$ cat config.mk
export PLATFORM = sky130hd
export DESIGN_NAME = counter_prog_flat
export DESIGN_NICKNAME = d
export VERILOG_FILES = /design/src/rtl/counter_pkg.sv /design/src/rtl/counter_prog_if.sv /design/src/rtl/counter_prog.sv /design/src/flat_wrapper.sv
export SDC_FILE = /design/constraint.sdc
export NUM_CORES = 1
export LEC_CHECK = 0
export CORE_MARGIN = 2
export CORE_UTILIZATION = 54
export CTS_BUF_LIST = sky130_fd_sc_hd__clkbuf_4
export CTS_CLUSTER_SIZE = 28
export DETAILED_ROUTE_END_ITERATION = 16
export PLACE_DENSITY = 0.77
export SLEW_MARGIN = 15
export SYNTH_ARGS = -nofsm -noshare
export SYNTH_HDL_FRONTEND = slang
export SYNTH_SLANG_ARGS = --single-unit
$ cat constraint.sdc
create_clock -name clk -period 8.45 [get_ports clk]
set_clock_uncertainty 0.2 [all_clocks]
set_input_delay 2.535 -clock clk [delete_from_list [all_inputs] [get_ports clk]]
set_output_delay 2.535 -clock clk [all_outputs]
set_load 0.03 [all_outputs]
$ cat src/rtl/counter_pkg.sv
// Shared types and reset constants for the programmable counter.
package counter_pkg;

  typedef enum logic [1:0] {
    MODE_WRAP    = 2'd0,
    MODE_SAT     = 2'd1,
    MODE_ONESHOT = 2'd2,
    MODE_RSVD    = 2'd3
  } mode_e;

  typedef enum logic [1:0] {
    OS_IDLE = 2'd0,
    OS_RUN  = 2'd1,
    OS_DONE = 2'd2
  } os_state_e;

  localparam os_state_e RST_STATE = OS_IDLE;
  localparam logic      RST_TC    = 1'b0;
  localparam logic      RST_COUNT = 1'b0;

endpackage

$ cat src/rtl/counter_prog_if.sv
// Control/status bundle of counter_prog; master drives controls, slave is the counter.
interface counter_prog_if
  import counter_pkg::*;
#(
  parameter int WIDTH  = 8,
  parameter int STEP_W = 4
);
  logic              load_n;
  logic [WIDTH-1:0]  data_load;
  logic              ce;
  logic              up_down;
  logic [STEP_W-1:0] step;
  logic [WIDTH-1:0]  limit;
  mode_e             mode;
  logic              start;
  logic [WIDTH-1:0]  count_out;
  logic              max_count;
  logic              zero;
  logic              tc;
  logic              busy;
  logic              done;

  modport master (
    output load_n, data_load, ce, up_down, step, limit, mode, start,
    input  count_out, max_count, zero, tc, busy, done
  );

  modport slave (
    input  load_n, data_load, ce, up_down, step, limit, mode, start,
    output count_out, max_count, zero, tc, busy, done
  );
endinterface

$ cat src/rtl/counter_prog.sv
// Programmable up/down counter with wrap, saturate and one-shot modes.
// Count, tc, busy and done update 1 cycle after their controls; no backpressure, accepts every cycle.
module counter_prog
  import counter_pkg::*;
#(
  parameter int WIDTH  = 8,
  parameter int STEP_W = 4
) (
  input  logic         clk,
  input  logic         rst,
  counter_prog_if.slave bus
);

  // One spare bit above the wider of count/step so sums never truncate.
  localparam int CW = ((STEP_W > WIDTH) ? STEP_W : WIDTH) + 1;
  localparam logic [CW-1:0] ONE_X = {{(CW-1){1'b0}}, 1'b1};

  os_state_e        state_q, state_d;
  logic [WIDTH-1:0] count_q, count_d;
  logic             tc_q, tc_d;

  logic [CW-1:0]    cnt_x, lim_x, stp_x, s_x, sum_x;
  logic [WIDTH-1:0] wrap_nxt, sat_nxt, bound;
  logic             wrap_tc, sat_tc, oneshot;

  always_comb begin
    cnt_x = CW'(count_q);
    lim_x = CW'(bus.limit);
    stp_x = CW'(bus.step);
    s_x   = (stp_x > lim_x) ? lim_x : stp_x;
    sum_x = cnt_x + s_x;
    if (bus.up_down) begin
      wrap_tc  = sum_x > lim_x;
      wrap_nxt = wrap_tc ? WIDTH'(sum_x - lim_x - ONE_X) : WIDTH'(sum_x);
      sat_nxt  = (sum_x >= lim_x) ? bus.limit : WIDTH'(sum_x);
      bound    = bus.limit;
    end else begin
      wrap_tc  = cnt_x < s_x;
      wrap_nxt = wrap_tc ? WIDTH'(cnt_x + lim_x + ONE_X - s_x) : WIDTH'(cnt_x - s_x);
      sat_nxt  = (cnt_x <= s_x) ? '0 : WIDTH'(cnt_x - s_x);
      bound    = '0;
    end
    sat_tc = (sat_nxt == bound) && (count_q != bound);
  end

  always_comb begin
    state_d = state_q;
    count_d = count_q;
    tc_d    = 1'b0;
    oneshot = (bus.mode == MODE_ONESHOT);
    if (!bus.load_n) begin
      count_d = (bus.data_load > bus.limit) ? bus.limit : bus.data_load;
      state_d = OS_IDLE;
    end else begin
      // Leaving one-shot mode abandons the sequence; the count is kept that cycle.
      if (!oneshot) state_d = OS_IDLE;
      if (count_q > bus.limit) begin
        count_d = bus.limit;
      end else if (!oneshot) begin
        if (state_q == OS_IDLE && bus.ce) begin
          if (bus.mode == MODE_WRAP) begin
            count_d = wrap_nxt;
            tc_d    = wrap_tc;
          end else begin
            count_d = sat_nxt;
            tc_d    = sat_tc;
          end
        end
      end else begin
        case (state_q)
          OS_IDLE: if (bus.start) state_d = OS_RUN;
          OS_RUN: begin
            if (bus.ce) begin
              count_d = sat_nxt;
              if (sat_nxt == bound) begin
                tc_d    = 1'b1;
                state_d = OS_DONE;
              end
            end
          end
          OS_DONE: if (bus.start) state_d = OS_RUN;
          default: state_d = OS_IDLE;
        endcase
      end
    end
  end

  always_ff @(posedge clk) begin
    if (rst) begin
      state_q <= RST_STATE;
      count_q <= {WIDTH{RST_COUNT}};
      tc_q    <= RST_TC;
    end else begin
      state_q <= state_d;
      count_q <= count_d;
      tc_q    <= tc_d;
    end
  end

  assign bus.count_out = count_q;
  assign bus.max_count = (count_q == bus.limit);
  assign bus.zero      = (count_q == '0);
  assign bus.tc        = tc_q;
  assign bus.busy      = (state_q == OS_RUN);
  assign bus.done      = (state_q == OS_DONE);

endmodule

$ cat src/flat_wrapper.sv
// flat-port wrapper written by rule: the top's interface ports become plain ports
module counter_prog_flat import counter_pkg::*;
#(
  parameter int WIDTH  = 8,
  parameter int STEP_W = 4
)
  (clk, rst, bus_load_n, bus_data_load, bus_ce, bus_up_down, bus_step, bus_limit, bus_mode, bus_start, bus_count_out, bus_max_count, bus_zero, bus_tc, bus_busy, bus_done);
  counter_prog_if #(.WIDTH(WIDTH), .STEP_W(STEP_W)) bus_i ();
  input  logic clk;
  input  logic rst;
  input wire logic [$bits(bus_i.load_n)-1:0] bus_load_n;
  input wire logic [$bits(bus_i.data_load)-1:0] bus_data_load;
  input wire logic [$bits(bus_i.ce)-1:0] bus_ce;
  input wire logic [$bits(bus_i.up_down)-1:0] bus_up_down;
  input wire logic [$bits(bus_i.step)-1:0] bus_step;
  input wire logic [$bits(bus_i.limit)-1:0] bus_limit;
  input wire logic [$bits(bus_i.mode)-1:0] bus_mode;
  input wire logic [$bits(bus_i.start)-1:0] bus_start;
  output wire logic [$bits(bus_i.count_out)-1:0] bus_count_out;
  output wire logic [$bits(bus_i.max_count)-1:0] bus_max_count;
  output wire logic [$bits(bus_i.zero)-1:0] bus_zero;
  output wire logic [$bits(bus_i.tc)-1:0] bus_tc;
  output wire logic [$bits(bus_i.busy)-1:0] bus_busy;
  output wire logic [$bits(bus_i.done)-1:0] bus_done;
  assign bus_i.load_n = bus_load_n;
  assign bus_i.data_load = bus_data_load;
  assign bus_i.ce = bus_ce;
  assign bus_i.up_down = bus_up_down;
  assign bus_i.step = bus_step;
  assign bus_i.limit = bus_limit;
  assign bus_i.mode = bus_mode;
  assign bus_i.start = bus_start;
  assign bus_count_out = bus_i.count_out;
  assign bus_max_count = bus_i.max_count;
  assign bus_zero = bus_i.zero;
  assign bus_tc = bus_i.tc;
  assign bus_busy = bus_i.busy;
  assign bus_done = bus_i.done;
  counter_prog #(.WIDTH(WIDTH), .STEP_W(STEP_W)) u_core (.clk(clk), .rst(rst), .bus(bus_i));
endmodule
==> run metrics, run 1 <==
Distinct cells, synth 84; R2R setup slack ~3600 ps; count of placed standard cells in the final layout, fillers left out 637; Die W between 80 and 90 µm; design area about 4400 µm²; worst-case hold slack 373 ps; async set-reset flop share out of synthesis 0%; final critical delay including setup and external delays 8080 ps; leakage power of the design roughly 1.9 nW; final net count ~640; share of final-layout standard cells stronger than drive strength 1 9.61%; Tightest Pin Transition 1030 ps; result of the run completed; initial antenna violation count 0; CP max stage delay about 480 ps; Reg2Reg Capture Point u_core.bus.count_out[2]$_SDFFE_PP0P_; Final Cycle Share a little over nine tenths; number of H-tree branching levels 1; count of endpoints failing setup in the final report 0; final standard cell utilization of the core between 60% and 70%; Area Growth Syn to Fin 15.5%; Synth Cell Area roughly 3800 µm²; total of warnings raised by yosys 0; WL/cell 20.8 µm; die area ~7800 µm²; worst vdd ir around 0.13 mV; Longest Clk Path Bufs 2; cell type with the largest total area after synthesis sky130_fd_sc_hd__ha_1; end point of the most critical hold path u_core.state_q[1]$_SDFF_PP0_; top cells by instance count after synthesis 58 x sky130_fd_sc_hd__ha_1, 40 x sky130_fd_sc_hd__inv_1, 39 x sky130_fd_sc_hd__nor2_1, 25 x sky130_fd_sc_hd__a21oi_1, 25 x sky130_fd_sc_hd__o21ai_0; Yosys reg bits 11; R2R Path Start u_core.bus.count_out[1]$_SDFFE_PP0P_; Power Total 0.969 mW; Root Driver sky130_fd_sc_hd__clkbuf_4; routability congestion estimate 0.980; Diodes inserted 0; HP Start u_core.state_q[1]$_SDFF_PP0_; final setup margin about 370 ps; CTS tree done; half-perimeter wire length after detailed placement between 10 and 15 mm; Detail Route Antenna Nets 0; power density relative to cell area between 200 and 250 nW/µm²; worst slack, placed ~120 ps; Slew Limit Headroom 31.1%; number of enable flip-flop cells after synthesis 0; area of combinational cells with multiple inputs between 3000 and 4000 µm²; wire length of the first global-routing pass roughly 21 mm; highest routed layer met4; initial core utilization between 50% and 60%; Crit. End Element register; number of vias per cell after detailed routing between 6 and 7; post-synthesis instance total approximately 490; number of endpoints with negative hold slack in the final report 0; number of instances on the worst hold path 2; worst setup path class in2reg; peak fanout along the critical path 10; worst min-delay path category reg2reg; floorplan die height between 80 and 90 µm; clock insertion delay at the later pin of the skew report roughly 280 ps; pin count of the biggest net entering global routing 26; number of detailed-route iterations in the first pass 5; cell types with the largest area share after synthesis sky130_fd_sc_hd__ha_1 19%, sky130_fd_sc_hd__dfxtp_1 5.7%, sky130_fd_sc_hd__xnor2_1 4.8%; Cell Area, Placed 4390 µm²; met1 wire length between 5 and 6 mm; Final Slew Violations 0; library cell contributing the largest single delay on the critical path sky130_fd_sc_hd__clkdlybuf4s50_1; clock sink count 11; global-route usage over all layers a little over a third; vias after detailed routing 4120; Met3 Wirelength roughly 1 mm; filler cell count in the final layout roughly 600; area share of the largest cell type after synthesis about a fifth; Port-buffer cells 40; Post-CTS Setup Repair Bufs 0; vias in the first global route 3956; RSZ-0062 raised after global routing no; Inserted Clock Buffers 3; worst reg-to-reg path cell count 16; Final Routed Wirelength 13.3 mm; post-route setup TNS 0 ps; remaining global-route overflow 0; maximum operating frequency 0.124 GHz; CP Data Arrival Time around 8000 ps; commonest register cell after synthesis sky130_fd_sc_hd__dfxtp_1; Core Region 6830 µm²; Critical Path RT roughly 8400 ps; DR DRC count 0; clock-pin slew on the worst setup and hold paths 80 ps; reported max-cap violation count 0; DR iter-0 viols between 300 and 400; number of ports placed on the die boundary between 40 and 50; number of rows in the core area 30; sequential share of the synthesized area 5.74%; storage element area 220 µm²; most repeated cell in the gate-level netlist after synthesis sky130_fd_sc_hd__ha_1; per-instance average area after synthesis between 7 and 8 µm²; hold_buf cts 0; wire length on met2 just over 6 mm; Placed Cells about 630; Critical Path Source Type input pin
-- worst max-delay path, delay by kind of cell --
kind	cells	cell delay, ps
multiplexers	1	200
XOR/XNOR	1	270
AND/OR/NAND/NOR	6	990
adder cells (fa/ha/maj)	4	1320
buffers and inverters	5	830
AO/OA/AOI/OAI	10	1890
-- worst max path at each step --
stage	from	to	slack [ps]	cells past startpoint
after global routing	bus_limit[1]	u_core.bus.count_out[1]$_SDFFE_PP0P_	6	27
after floorplan	bus_limit[1]	u_core.bus.count_out[0]$_SDFFE_PP0P_	920	26
after CTS	bus_limit[1]	u_core.bus.count_out[0]$_SDFFE_PP0P_	410	27
after detailed placement	bus_limit[1]	u_core.bus.count_out[2]$_SDFFE_PP0P_	120	27
final	bus_limit[1]	u_core.bus.count_out[2]$_SDFFE_PP0P_	370	27
after global placement	bus_limit[1]	u_core.bus.count_out[3]$_SDFFE_PP0P_	260	27
-- layout make-up --
class / count / share of cell area, %
sequential: 11 / 4.97
timing repair buffer: 59 / 12.3
tap: 96 / 2.71
multi-input combinational: 424 / 75.7
clock buffer: 4 / 0.678
inverter: 43 / 3.70
-- timing repair --
action	4_1_cts	5_1_grt
hold endpoints to repair	0	0
resized for setup	0	1
endpoints found under the setup margin	0	1
-- power by group --
group	internal, mW	total [mW]	switching, mW
sequential	0.0604	0.0915	0.0311
clock	0.0215	0.0417	0.0202
combinational	0.350	0.836	0.485
total	0.432	0.969	0.537
-- registers in the layout, indices dropped and copies added (netlist names) --
register              flops
u_core.bus.count_out      8
u_core.bus.tc             1
u_core.state_q            2
-- per-layer routing --
metal,global-route usage [%],vias up
met4,14.9,0
met5,0,-
li1,-,1931
met3,2.71,47
met2,59.1,205
met1,46.7,1937
-- layout by cell type, fill, tap and decap left out, drive strengths merged, types with 6 or more instances in the layout --
master / synthesis / routed
o21ai: 32 / 32
nand2: 20 / 20
nand4: 10 / 10
nor2b: 13 / 13
mux2: 7 / 7
xor2: 8 / 8
a221oi: 12 / 12
nand3: 20 / 20
a21oi: 25 / 25
xnor2: 21 / 21
buf: 12 / 19
conb: 2 / 8
nand3b: 7 / 7
nand2b: 13 / 13
ha: 58 / 58
fa: 7 / 7
inv: 42 / 42
nor2: 39 / 39
a21o: 7 / 7
a31oi: 6 / 6
o211ai: 7 / 7
a211oi: 6 / 6
dfxtp: 11 / 11
o22ai: 7 / 7
mux2i: 6 / 6
clkdlybuf4s50: 0 / 40
and3: 6 / 6
-- logic make-up (layout without fill, tap and decap cells) --
| group | Yosys count | after routing | share of synthesized area (%) |
|---|---|---|---|
| AND/OR/NAND/NOR | 154 | 154 | 21.7 |
| multiplexers | 13 | 13 | 3.62 |
| flip-flops | 11 | 11 | 5.74 |
| XOR/XNOR | 32 | 32 | 8.38 |
| AO/OA/AOI/OAI | 152 | 152 | 30.0 |
| buffers and inverters | 63 | 106 | 7.73 |
| other | 2 | 8 | 0.196 |
| adder cells (fa/ha/maj) | 65 | 65 | 22.6 |
Note: power is estimated with default switching activity, not from simulation.
==> run 2: changes to the inputs <==
==> constraint.sdc (replaced) <==
create_clock -name clk -period 8.45 [get_ports clk]
set_clock_uncertainty 0.2 [all_clocks]
set_input_delay 1.69 -clock clk [delete_from_list [all_inputs] [get_ports clk]]
set_output_delay 1.69 -clock clk [all_outputs]
set_load 0.03 [all_outputs]
==> run 2 against run 1 <==
Sequential power fell by 5.0%. Clock power grew 14%. Core utilization decreased by 1.3 points. Worst hold slack worse by 4.9 ps. Clock-buffer cell count is the same. Via count up 0.68%. Design area is 1.9% lower. Die area did not move. Highest routed layer unchanged. Non-clock buffer count down 10.
==> run metrics, run 2 (synthesis gave the netlist of run 1 again) <==
end point of the most critical hold path u_core.state_q[1]$_SDFF_PP0_; Slew Limit Headroom 35.7% (+4.7 points); wire length on met2 5.67 mm (-6.1%); final critical delay including setup and external delays 7830 ps (-248 ps); storage element area 220 µm² (unchanged); clock-pin slew on the worst setup and hold paths 100 ps (+20 ps); internal power consumption 0.421 mW (-2.7%); number of rows in the core area 30 (unchanged); reported max-cap violation count 0 (unchanged); share of final-layout standard cells stronger than drive strength 1 7.91% (-1.7 points); worst min-delay path category reg2reg; CP Data Arrival Time 7840 ps (-190 ps); leakage power of the design 1.89 nW (-2.6%); Area Growth Syn to Fin 13.2%; Inserted Clock Buffers 3 (unchanged); maximum operating frequency 0.128 GHz (+3.2%); R2R setup slack 3530 ps (-90 ps); Die W 88.3 µm (unchanged); Diodes inserted 0 (unchanged); Detail Route Antenna Nets 0 (unchanged); post-route setup TNS 0 ps (unchanged); Placed Cells 623 (-1.6%); Critical Path Source Type input pin; final setup margin 618 ps (+248 ps); pin count of the biggest net entering global routing 26 (unchanged); vias after detailed routing 4148 (+0.68%); DR iter-0 viols 460 (+42%); Tightest Pin Transition 960 ps (-69.8 ps); clock insertion delay at the later pin of the skew report 300 ps (+20 ps); Final Cycle Share 92.7% (-2.9 points); RSZ-0062 raised after global routing no; Final Routed Wirelength 12.8 mm (-3.8%); Final Slew Violations 0 (unchanged); CTS tree done; cts repair resizes 0 (unchanged); clock sink count 11 (unchanged); number of flip-flops under the largest register name 8 (unchanged); Post-CTS Setup Repair Bufs 0 (unchanged); Cell Area, Placed 4310 µm² (-1.7%); number of instances on the worst hold path 2 (unchanged); R2R Path Start u_core.bus.count_out[1]$_SDFFE_PP0P_; initial antenna violation count 0 (unchanged); result of the run completed; Met3 Wirelength 1.18 mm (+18%); HP Start u_core.state_q[1]$_SDFF_PP0_; switching power 0.531 mW (-0.97%); highest routed layer met4; hold_buf cts 0 (unchanged); filler cell count in the final layout 647 (+7.3%); Reg2Reg Capture Point u_core.bus.count_out[0]$_SDFFE_PP0P_; count of endpoints failing setup in the final report 0 (unchanged); power share of the sequential group 9.1% (-0.3 points); Comb power frac 85.9% (-0.4 points); number of endpoints with negative hold slack in the final report 0 (unchanged); vias in the first global route 3764 (-4.9%); number of ports placed on the die boundary 41 (unchanged); number of vias per cell after detailed routing 6.62 (+2.3%); global-route usage over all layers 32.7% (-2.6 points); peak fanout along the critical path 9 (-1); half-perimeter wire length after detailed placement 10.2 mm (-5.6%); initial core utilization 56.2% (unchanged); most frequent cells in the layout 58 x sky130_fd_sc_hd__ha_1, 40 x sky130_fd_sc_hd__inv_1, 40 x sky130_fd_sc_hd__clkdlybuf4s50_1; Critical Path RT 8460 ps (+60 ps); Clock power frac 5.0% (+0.7 points); wire length of the first global-routing pass 19.5 mm (-6.8%); share of total power consumed by net switching 55.8% (+0.44 points); worst slack, placed 377 ps (+259 ps); leading cell type in the layout, fill and taps excluded sky130_fd_sc_hd__ha_1; routability congestion estimate 0.949 (-3.1%); Longest Clk Path Bufs 2 (unchanged); worst-case hold slack 369 ps (-4.87 ps); power density relative to cell area 219 nW/µm² (+0.20%); met1 wire length 5.46 mm (-2.3%); Crit. End Element register; die area 7790 µm² (unchanged); WL/cell 20.4 µm (-2.2%); DR DRC count 0 (unchanged); count of placed standard cells in the final layout, fillers left out 627 (-1.6%); design area 4340 µm² (-1.9%); final net count 625 (-1.6%); area of combinational cells with multiple inputs 3340 µm² (-0.34%); number of H-tree branching levels 1 (unchanged); Core Region 6830 µm² (unchanged); worst vdd ir 0.0988 mV (-24%); Root Driver sky130_fd_sc_hd__clkbuf_4; number of detailed-route iterations in the first pass 5 (unchanged); worst reg-to-reg path cell count 16 (unchanged); remaining global-route overflow 0 (unchanged); Port-buffer cells 40 (unchanged); worst setup path class in2reg; floorplan die height 88.3 µm (unchanged)
==> run 2: worst max-delay path by stage <==
| stage | end | cells past startpoint | from | slack, ps |
|---|---|---|---|---|
| 2_1_floorplan | u_core.bus.count_out[0]$_SDFFE_PP0P_ | 26 | bus_limit[1] | 1760 |
| 3_3_place_gp | u_core.bus.count_out[0]$_SDFFE_PP0P_ | 26 | bus_limit[1] | 620 |
| 3_5_place_dp | u_core.bus.count_out[0]$_SDFFE_PP0P_ | 26 | bus_limit[1] | 380 |
| 4_1_cts | u_core.bus.count_out[0]$_SDFFE_PP0P_ | 26 | bus_limit[1] | 670 |
| 5_1_grt | u_core.bus.count_out[0]$_SDFFE_PP0P_ | 26 | bus_limit[1] | 150 |
| 6_report | u_core.bus.count_out[0]$_SDFFE_PP0P_ | 26 | bus_limit[1] | 620 |
==> run 2: worst max-delay path, cell delays in order <==
cell and delay, ps:
sky130_fd_sc_hd__clkdlybuf4s50_1 700, sky130_fd_sc_hd__inv_1 200, sky130_fd_sc_hd__ha_1 340, sky130_fd_sc_hd__nor2b_1 130
sky130_fd_sc_hd__o21ai_0 150, sky130_fd_sc_hd__nand2b_1 100, sky130_fd_sc_hd__a21oi_1 180, sky130_fd_sc_hd__nor2_1 120
sky130_fd_sc_hd__o21ai_0 370, sky130_fd_sc_hd__ha_1 250, sky130_fd_sc_hd__inv_1 50, sky130_fd_sc_hd__fa_1 440
sky130_fd_sc_hd__nor2b_4 150, sky130_fd_sc_hd__o311a_4 200, sky130_fd_sc_hd__o21ai_1 60, sky130_fd_sc_hd__and2b_1 190
sky130_fd_sc_hd__xnor2_1 280, sky130_fd_sc_hd__inv_1 80, sky130_fd_sc_hd__ha_1 350, sky130_fd_sc_hd__a211o_1 350
sky130_fd_sc_hd__o311ai_4 330, sky130_fd_sc_hd__a21o_1 270, sky130_fd_sc_hd__nand2_1 180, sky130_fd_sc_hd__a211oi_1 280
sky130_fd_sc_hd__o21ai_1 110, sky130_fd_sc_hd__a221oi_1 270
==> run 2: metal layers <==
metal | track usage [%] | vias to the layer above
li1 | - | 1910
met1 | 44.7 | 1970
met2 | 52.8 | 229
met3 | 4.48 | 39
met4 | 11.4 | 0
met5 | 0 | -
==> run 2: per-stage QoR <==
step	total power, mW	utilization (%)
final	0.952	63.6
after detailed placement	0.877	63.2
after global placement	0.868	63.2
after global routing	1.01	63.6
after CTS	0.924	63.6
after floorplan	0.684	-
==> run 2: cell type report <==
cell class | instances | area share, %
multi-input cells | 424 | 76.9
repair buffers | 49 | 10.8
flip-flops and latches | 11 | 5.07
inverters | 43 | 3.77
well taps | 96 | 2.76
clock buffers | 4 | 0.691
==> run 2: power by group through the flow <==
stage / clock [mW] / combinational, mW / sequential [mW]
floorplan: 0 / 0.589 / 0.0951
global placement: 0 / 0.781 / 0.0871
detailed placement: 0 / 0.789 / 0.0874
CTS: 0.0443 / 0.794 / 0.0859
global route: 0.0448 / 0.881 / 0.0878
finish: 0.0477 / 0.817 / 0.0869
